==> config.mk <==
export PLATFORM = sky130hd
export DESIGN_NAME = host_of_verifla
export DESIGN_NICKNAME = d
export VERILOG_FILES = /design/src/rtl/host_of_verifla_pkg.sv /design/src/rtl/host_rx_timer_of_verifla.sv /design/src/rtl/host_of_verifla.sv
export SDC_FILE = /design/constraint.sdc
export NUM_CORES = 1
export LEC_CHECK = 0
export CAP_MARGIN = 20
export CORE_MARGIN = 2
export CORE_UTILIZATION = 53
export CTS_CLUSTER_SIZE = 14
export DETAILED_ROUTE_END_ITERATION = 6
export HOLD_SLACK_MARGIN = 0.12
export PLACE_DENSITY = 0.8
export SLEW_MARGIN = 20
export SYNTH_ARGS = -nofsm -noshare
export SYNTH_HDL_FRONTEND = slang
export SYNTH_HIERARCHICAL = 1
export SYNTH_SLANG_ARGS = --single-unit
==> constraint.sdc <==
create_clock -name clk -period 2.7 [get_ports clk]
set_input_delay 0.675 -clock clk [delete_from_list [all_inputs] [get_ports clk]]
set_output_delay 0.675 -clock clk [all_outputs]
set_load 0.01 [all_outputs]
==> src/rtl/host_of_verifla_pkg.sv <==
// Shared analyzer configuration: command bytes exchanged with the
// analyzer core and the host FSM state type.
package host_of_verifla_pkg;

  // Command bytes understood by computer_input_of_verifla.
  localparam logic [7:0] CMD_RESET = 8'h00;
  localparam logic [7:0] CMD_RUN   = 8'h01;

  typedef enum logic [2:0] {
    ST_IDLE      = 3'd0,
    ST_SEND_CMD  = 3'd1,
    ST_WAIT_TX   = 3'd2,
    ST_RECV_WORD = 3'd3,
    ST_WRITE     = 3'd4,
    ST_RECV_TAIL = 3'd5,
    ST_DONE      = 3'd6,
    ST_ERR       = 3'd7
  } state_t;

  // Number of whole bytes needed to carry a field of the given bit width.
  function automatic int bytes_for_bits(input int bits);
    return (bits + 7) / 8;
  endfunction

endpackage

==> src/rtl/host_rx_timer_of_verifla.sv <==
// Inter-byte timeout counter. Counts enabled cycles since the last clear
// and flags the terminal count LIMIT-1, where it holds until cleared.
module host_rx_timer_of_verifla #(
  parameter int LIMIT = 16
) (
  input  logic clk,
  input  logic rst_l,
  input  logic clear,
  input  logic enable,
  output logic terminal
);

  localparam int CW = (LIMIT > 2) ? $clog2(LIMIT) : 1;
  localparam logic [CW-1:0] LAST = CW'(LIMIT - 1);

  logic [CW-1:0] cnt;

  // Clear has priority so a byte arriving on the terminal cycle reloads.
  always_ff @(posedge clk or negedge rst_l) begin
    if (!rst_l) begin
      cnt <= '0;
    end else if (clear) begin
      cnt <= '0;
    end else if (enable && (cnt != LAST)) begin
      cnt <= cnt + CW'(1);
    end
  end

  assign terminal = (cnt == LAST);

endmodule

==> src/rtl/host_of_verifla.sv <==
// Host-side protocol engine for the logic analyzer. Sends RUN/RESET command
// bytes, reassembles the capture dump into words written to a local buffer,
// and latches the trailing queue-tail address. Every output is registered.
//
// Handshakes: tx_start, tx_done, rx_ready and buf_wen are single-cycle
// strobes; the accompanying data bus is valid only in the strobe cycle and
// there is no back-pressure in either direction.
module host_of_verifla
  import host_of_verifla_pkg::*;
#(
  parameter int MEM_ADDR_BITS  = 8,
  parameter int WORD_BYTES     = 2,
  parameter int TIMEOUT_CYCLES = 1000000
) (
  input  logic                      clk,
  input  logic                      rst_l,
  input  logic                      start,
  input  logic                      reset_cmd,
  output logic [7:0]                tx_data,
  output logic                      tx_start,
  input  logic                      tx_done,
  input  logic [7:0]                rx_data,
  input  logic                      rx_ready,
  output logic [MEM_ADDR_BITS-1:0]  buf_addr,
  output logic [8*WORD_BYTES-1:0]   buf_data,
  output logic                      buf_wen,
  output logic [MEM_ADDR_BITS-1:0]  tail_addr,
  output logic                      busy,
  output logic                      done,
  output logic                      timeout_err,
  output state_t                    fsm_state
);

  localparam int WORD_W     = 8 * WORD_BYTES;
  localparam int TAIL_BYTES = bytes_for_bits(MEM_ADDR_BITS);
  localparam int MAX_BYTES  = (WORD_BYTES > TAIL_BYTES) ? WORD_BYTES : TAIL_BYTES;
  localparam int SHIFT_W    = 8 * MAX_BYTES;
  localparam int CNT_W      = $clog2(MAX_BYTES + 1);

  localparam logic [CNT_W-1:0]         WORD_LAST = CNT_W'(WORD_BYTES - 1);
  localparam logic [CNT_W-1:0]         TAIL_LAST = CNT_W'(TAIL_BYTES - 1);
  localparam logic [MEM_ADDR_BITS-1:0] ADDR_MAX  = '1;

  state_t                     state, state_n;
  logic                       cmd_run, cmd_run_n;
  logic [CNT_W-1:0]           byte_cnt, byte_cnt_n;
  logic [SHIFT_W-1:0]         shreg, shreg_n;
  logic [SHIFT_W-1:0]         shifted;
  logic [7:0]                 tx_data_n;
  logic                       tx_start_n;
  logic [MEM_ADDR_BITS-1:0]   buf_addr_n;
  logic [WORD_W-1:0]          buf_data_n;
  logic                       buf_wen_n;
  logic [MEM_ADDR_BITS-1:0]   tail_addr_n;
  logic                       busy_n;
  logic                       done_n;
  logic                       timeout_err_n;
  logic                       rx_active;
  logic                       timer_terminal;

  assign fsm_state = state;

  // Bytes arrive MSB first, so each new byte enters at the bottom.
  assign shifted = SHIFT_W'({shreg, rx_data});

  // The timeout only applies while download bytes are expected.
  assign rx_active = (state == ST_RECV_WORD) || (state == ST_WRITE) ||
                     (state == ST_RECV_TAIL);

  host_rx_timer_of_verifla #(
    .LIMIT (TIMEOUT_CYCLES)
  ) u_rx_timer (
    .clk      (clk),
    .rst_l    (rst_l),
    .clear    (rx_ready || !rx_active),
    .enable   (rx_active),
    .terminal (timer_terminal)
  );

  // Next-state and next-output logic for the protocol FSM.
  always_comb begin
    state_n       = state;
    cmd_run_n     = cmd_run;
    byte_cnt_n    = byte_cnt;
    shreg_n       = shreg;
    tx_data_n     = tx_data;
    tx_start_n    = 1'b0;
    buf_addr_n    = buf_addr;
    buf_data_n    = buf_data;
    buf_wen_n     = 1'b0;
    tail_addr_n   = tail_addr;
    done_n        = done;
    timeout_err_n = timeout_err;

    case (state)
      ST_IDLE, ST_DONE, ST_ERR: begin
        // reset_cmd wins over start when both arrive together.
        if (reset_cmd || start) begin
          state_n       = ST_SEND_CMD;
          cmd_run_n     = !reset_cmd;
          tx_data_n     = reset_cmd ? CMD_RESET : CMD_RUN;
          tx_start_n    = 1'b1;
          done_n        = 1'b0;
          timeout_err_n = 1'b0;
        end
      end

      ST_SEND_CMD: begin
        state_n = ST_WAIT_TX;
      end

      ST_WAIT_TX: begin
        if (tx_done) begin
          if (cmd_run) begin
            buf_addr_n = '0;
            byte_cnt_n = '0;
            state_n    = ST_RECV_WORD;
          end else begin
            state_n = ST_IDLE;
          end
        end
      end

      ST_RECV_WORD: begin
        if (rx_ready) begin
          shreg_n = shifted;
          if (byte_cnt == WORD_LAST) begin
            buf_data_n = shifted[WORD_W-1:0];
            buf_wen_n  = 1'b1;
            byte_cnt_n = '0;
            state_n    = ST_WRITE;
          end else begin
            byte_cnt_n = byte_cnt + CNT_W'(1);
          end
        end else if (timer_terminal) begin
          timeout_err_n = 1'b1;
          state_n       = ST_ERR;
        end
      end

      ST_WRITE: begin
        // The write itself happens this cycle; pick the next phase and
        // treat a byte arriving now as the first byte of that phase.
        buf_addr_n = buf_addr + MEM_ADDR_BITS'(1);
        byte_cnt_n = '0;
        state_n    = (buf_addr == ADDR_MAX) ? ST_RECV_TAIL : ST_RECV_WORD;
        if (rx_ready) begin
          shreg_n = shifted;
          if (buf_addr == ADDR_MAX) begin
            if (TAIL_BYTES == 1) begin
              tail_addr_n = shifted[MEM_ADDR_BITS-1:0];
              done_n      = 1'b1;
              state_n     = ST_DONE;
            end else begin
              byte_cnt_n = CNT_W'(1);
            end
          end else begin
            if (WORD_BYTES == 1) begin
              buf_data_n = shifted[WORD_W-1:0];
              buf_wen_n  = 1'b1;
              state_n    = ST_WRITE;
            end else begin
              byte_cnt_n = CNT_W'(1);
            end
          end
        end else if (timer_terminal) begin
          timeout_err_n = 1'b1;
          state_n       = ST_ERR;
        end
      end

      ST_RECV_TAIL: begin
        if (rx_ready) begin
          shreg_n = shifted;
          if (byte_cnt == TAIL_LAST) begin
            tail_addr_n = shifted[MEM_ADDR_BITS-1:0];
            done_n      = 1'b1;
            byte_cnt_n  = '0;
            state_n     = ST_DONE;
          end else begin
            byte_cnt_n = byte_cnt + CNT_W'(1);
          end
        end else if (timer_terminal) begin
          timeout_err_n = 1'b1;
          state_n       = ST_ERR;
        end
      end

      default: begin
        state_n = ST_IDLE;
      end
    endcase

    busy_n = !((state_n == ST_IDLE) || (state_n == ST_DONE) || (state_n == ST_ERR));
  end

  // State and registered outputs.
  always_ff @(posedge clk or negedge rst_l) begin
    if (!rst_l) begin
      state       <= ST_IDLE;
      cmd_run     <= 1'b0;
      byte_cnt    <= '0;
      shreg       <= '0;
      tx_data     <= '0;
      tx_start    <= 1'b0;
      buf_addr    <= '0;
      buf_data    <= '0;
      buf_wen     <= 1'b0;
      tail_addr   <= '0;
      busy        <= 1'b0;
      done        <= 1'b0;
      timeout_err <= 1'b0;
    end else begin
      state       <= state_n;
      cmd_run     <= cmd_run_n;
      byte_cnt    <= byte_cnt_n;
      shreg       <= shreg_n;
      tx_data     <= tx_data_n;
      tx_start    <= tx_start_n;
      buf_addr    <= buf_addr_n;
      buf_data    <= buf_data_n;
      buf_wen     <= buf_wen_n;
      tail_addr   <= tail_addr_n;
      busy        <= busy_n;
      done        <= done_n;
      timeout_err <= timeout_err_n;
    end
  end

endmodule

==> flow_summary.ini <==
[power]
leakage_nw = 1.95
p_sw_mw = 1.40
irDropWorstVdd_mv = 0.680
p_int_mw = 2.73
power.share.clock_pct = 21.2
p_per_area_nw_per_um2 = 919
seqPwrFrac_pct = 38.4
finalPower_mw = 4.13
power_frac_comb_pct = 40.4
p_sw_share_pct = 34.0

[clocking]
cts_buffers = 9
cts_resized = 0
cts_tree = built
cts_setup_buffers = 0
cts_buffer_depth = 2
numClockSinks = 71
cts.clk_slew.worst_paths_ns = 0.08
cts_hold_buf = 0
clk_latency_ns = 0.34
cts-root-buf = clkbuf_8
htree_levels = 3

[drt]
first_pass_iters = 4
wirelength_mm = 7.46
wire_per_inst_um = 15.8
viasPerCell = 5.75
drtIter0Drc = 110
antenna_left = 0
via_count = 2712
drt-met1-wl_mm = 3.27
top_layer_used = met4
dr_wl_met3_um = 437
route.met2.wl_mm = 3.68
drc_errors = 0

[run_status]
status = complete, no violations

[yosys]
synth_cells = 327
synth.avg_cell_area_um2 = 11.2
synth.cell_area_um2 = 3670
netlist-cell-type-count = 61
ys_warn_count = 6
synth_ff_type = dfrtp_1
yosysSeqAreaShare_pct = 48.4
ys_async_sr_fraction_pct = 100
synth_edf_count = 0
ys_ff_latch = 71

[worst_setup_path]
cp_data_required_time_ns = 2.03
critPathKind = register to output pin
setup.worst_path.start_class = register
timing.rr.start = u_rx_timer/cnt[15]
crit_start = fsm_state[1]
crit_fanout = 16
critPathCaptureType = output pin
cp.arrival_ns = 1.53

[global_routing]
grt_pass1_wl_mm = 12.7
grt_usage_pct = 21.3
antenna_found_initial = 0
grt_max_degree = 38
grt_overflow = 0
grt_pass1_vias = 2764

[floorplanning]
dieArea_um2 = 7610
initial_utilization_pct = 54.4
die_h_um = 87.2
fp-row-count = 30
fp.dieW_um = 87.2
io_pins = 62
core_area_um2 = 6760

[sta]
timing.final.ws_setup_ns = 0.490
finalSetupViolCount = 0
finClkSkew_ns = 0.00913
worstMarginPinSlew_ns = 0.841
rsz0062_at_grt = no
slew_headroom_pct = 43.9
drv_slew = 0
period_minus_slack_ns = 2.21
finalCritPeriodShare_pct = 81.8
hold_violations = 0
fin_setup_tns_ns = 0
fmax_ghz = 0.453

[placement]
port_buffers = 54
postPlaceCellArea_um2 = 4290
hpwl_mm = 5.39
gp_congestion = 0.905
dp_slack_ns = 0.200

[flow_run]
maxCapViolations = 0

[final_layout]
layout-drive-gt1-share_pct = 18.9
design_area_um2 = 4490
diodes = 0
areaGrowthSynthToFinish_pct = 22.4
final_nets = 406

[worst_hold_path]
min_path_type = input port to asynchronous set/reset pin
[flip-flops by register name, indices dropped and copies added (netlist names)]
name            flops
byte_cnt            2
u_rx_timer/cnt     20
tx_start            1
shreg               8
cmd_run             1
done                1
buf_addr            8
fsm_state           3
tail_addr           8
buf_wen             1
busy                1
buf_data           16
timeout_err         1
[power groups by stage]
stage                     Sequential (mW)  Clock, mW  Combinational, mW
after floorplan                      1.67          0              0.888
after global placement               1.59          0               1.64
after detailed placement             1.60          0               1.68
after CTS                            1.59      0.896               1.68
after global routing                 1.62      0.952               1.81
final                                1.59      0.875               1.67
[cells by family (layout without fill, tap and decap cells)]
family                     after synthesis  in the layout  synth area share (%)
AOI/OAI and AO/OA                       60             60                  11.9
xor gates and xnor gates                14             14                  3.34
adders and majority gates                5              5                  1.70
buffers and inverters                   28             87                  4.57
DFF                                     71             71                  48.4
muxes                                   35             35                  11.6
other                                    1              7                 0.102
and+or+nand+nor                        113            113                  18.4
[layout by cell type (no fill, tap or decap), drive strengths merged, types with 3 or more instances in the layout]
cell type       n
a21oi          20
a22o            3
and3            6
buf            10
clkbuf         12
clkdlybuf4s50  53
conb            7
dfrtp          71
ha              5
inv             8
mux2           33
nand2          20
nand3          13
nand4           6
nor2           33
nor3            4
o21ai          13
o31ai           5
or3             4
or4             6
xnor2           5
xor2            9
[worst paths after layout]
kind / end / slack (ns) / cells past startpoint
setup / recovery: fsm_state[1] / 0.49 / 2
hold / removal: done / 0.44 / 1
min in group clk: buf_data[3] / 0.51 / 1
setup reg to reg: busy / 0.55 / 8
hold reg to reg: buf_data[3] / 0.51 / 1
max in group asynchronous: buf_data[13] / 1.63 / 2
[stage by stage]
stage	utilization, %	hold WS, ns	std cells
floorplan	-	0.379	333
global placement	63.4	0.485	456
detailed placement	63.4	0.493	456
CTS	66.5	0.468	472
global route	66.5	0.498	472
finish	66.5	0.440	472
[worst max-delay path, cell delays in order (launching register included)]
cell and delay [ns]:
dfrtp_1 0.38, buf_4 0.24, clkdlybuf4s50_1 0.57
[cell usage after synthesis, drive strengths merged, types with 3 or more instances]
cell,n,area share (%)
dfrtp,71,48
mux2,33,11
nor2,33,3.6
a21oi,20,2.7
nand2,20,2.3
buf,18,3.5
nand3,13,1.9
o21ai,13,2.1
xor2,9,2.1
inv,8,0.82
and3,6,1.0
nand4,6,1.0
or4,6,1.2
ha,5,1.7
o31ai,5,1.0
xnor2,5,1.2
nor3,4,0.55
or3,4,0.68
a22o,3,0.72
[final cells by class]
cell class | count | area [µm²]
Timing Repair Buffer | 63 | 628
Clock inverter | 4 | 53.8
Sequential cell | 71 | 1780
Tap cell | 80 | 100
Fill cell | 498 | 2260
Clock buffer | 12 | 155
Inverter | 8 | 30.0
Multi-Input combinational cell | 234 | 1750
[per-layer routing]
metal / vias to the layer above / global-route usage (%)
li1: 1291 / -
met5: - / 0
met3: 8 / 7.49
met2: 70 / 33.6
met1: 1343 / 28.3
met4: 0 / 4.90
Note: power is estimated with default switching activity, not from simulation.
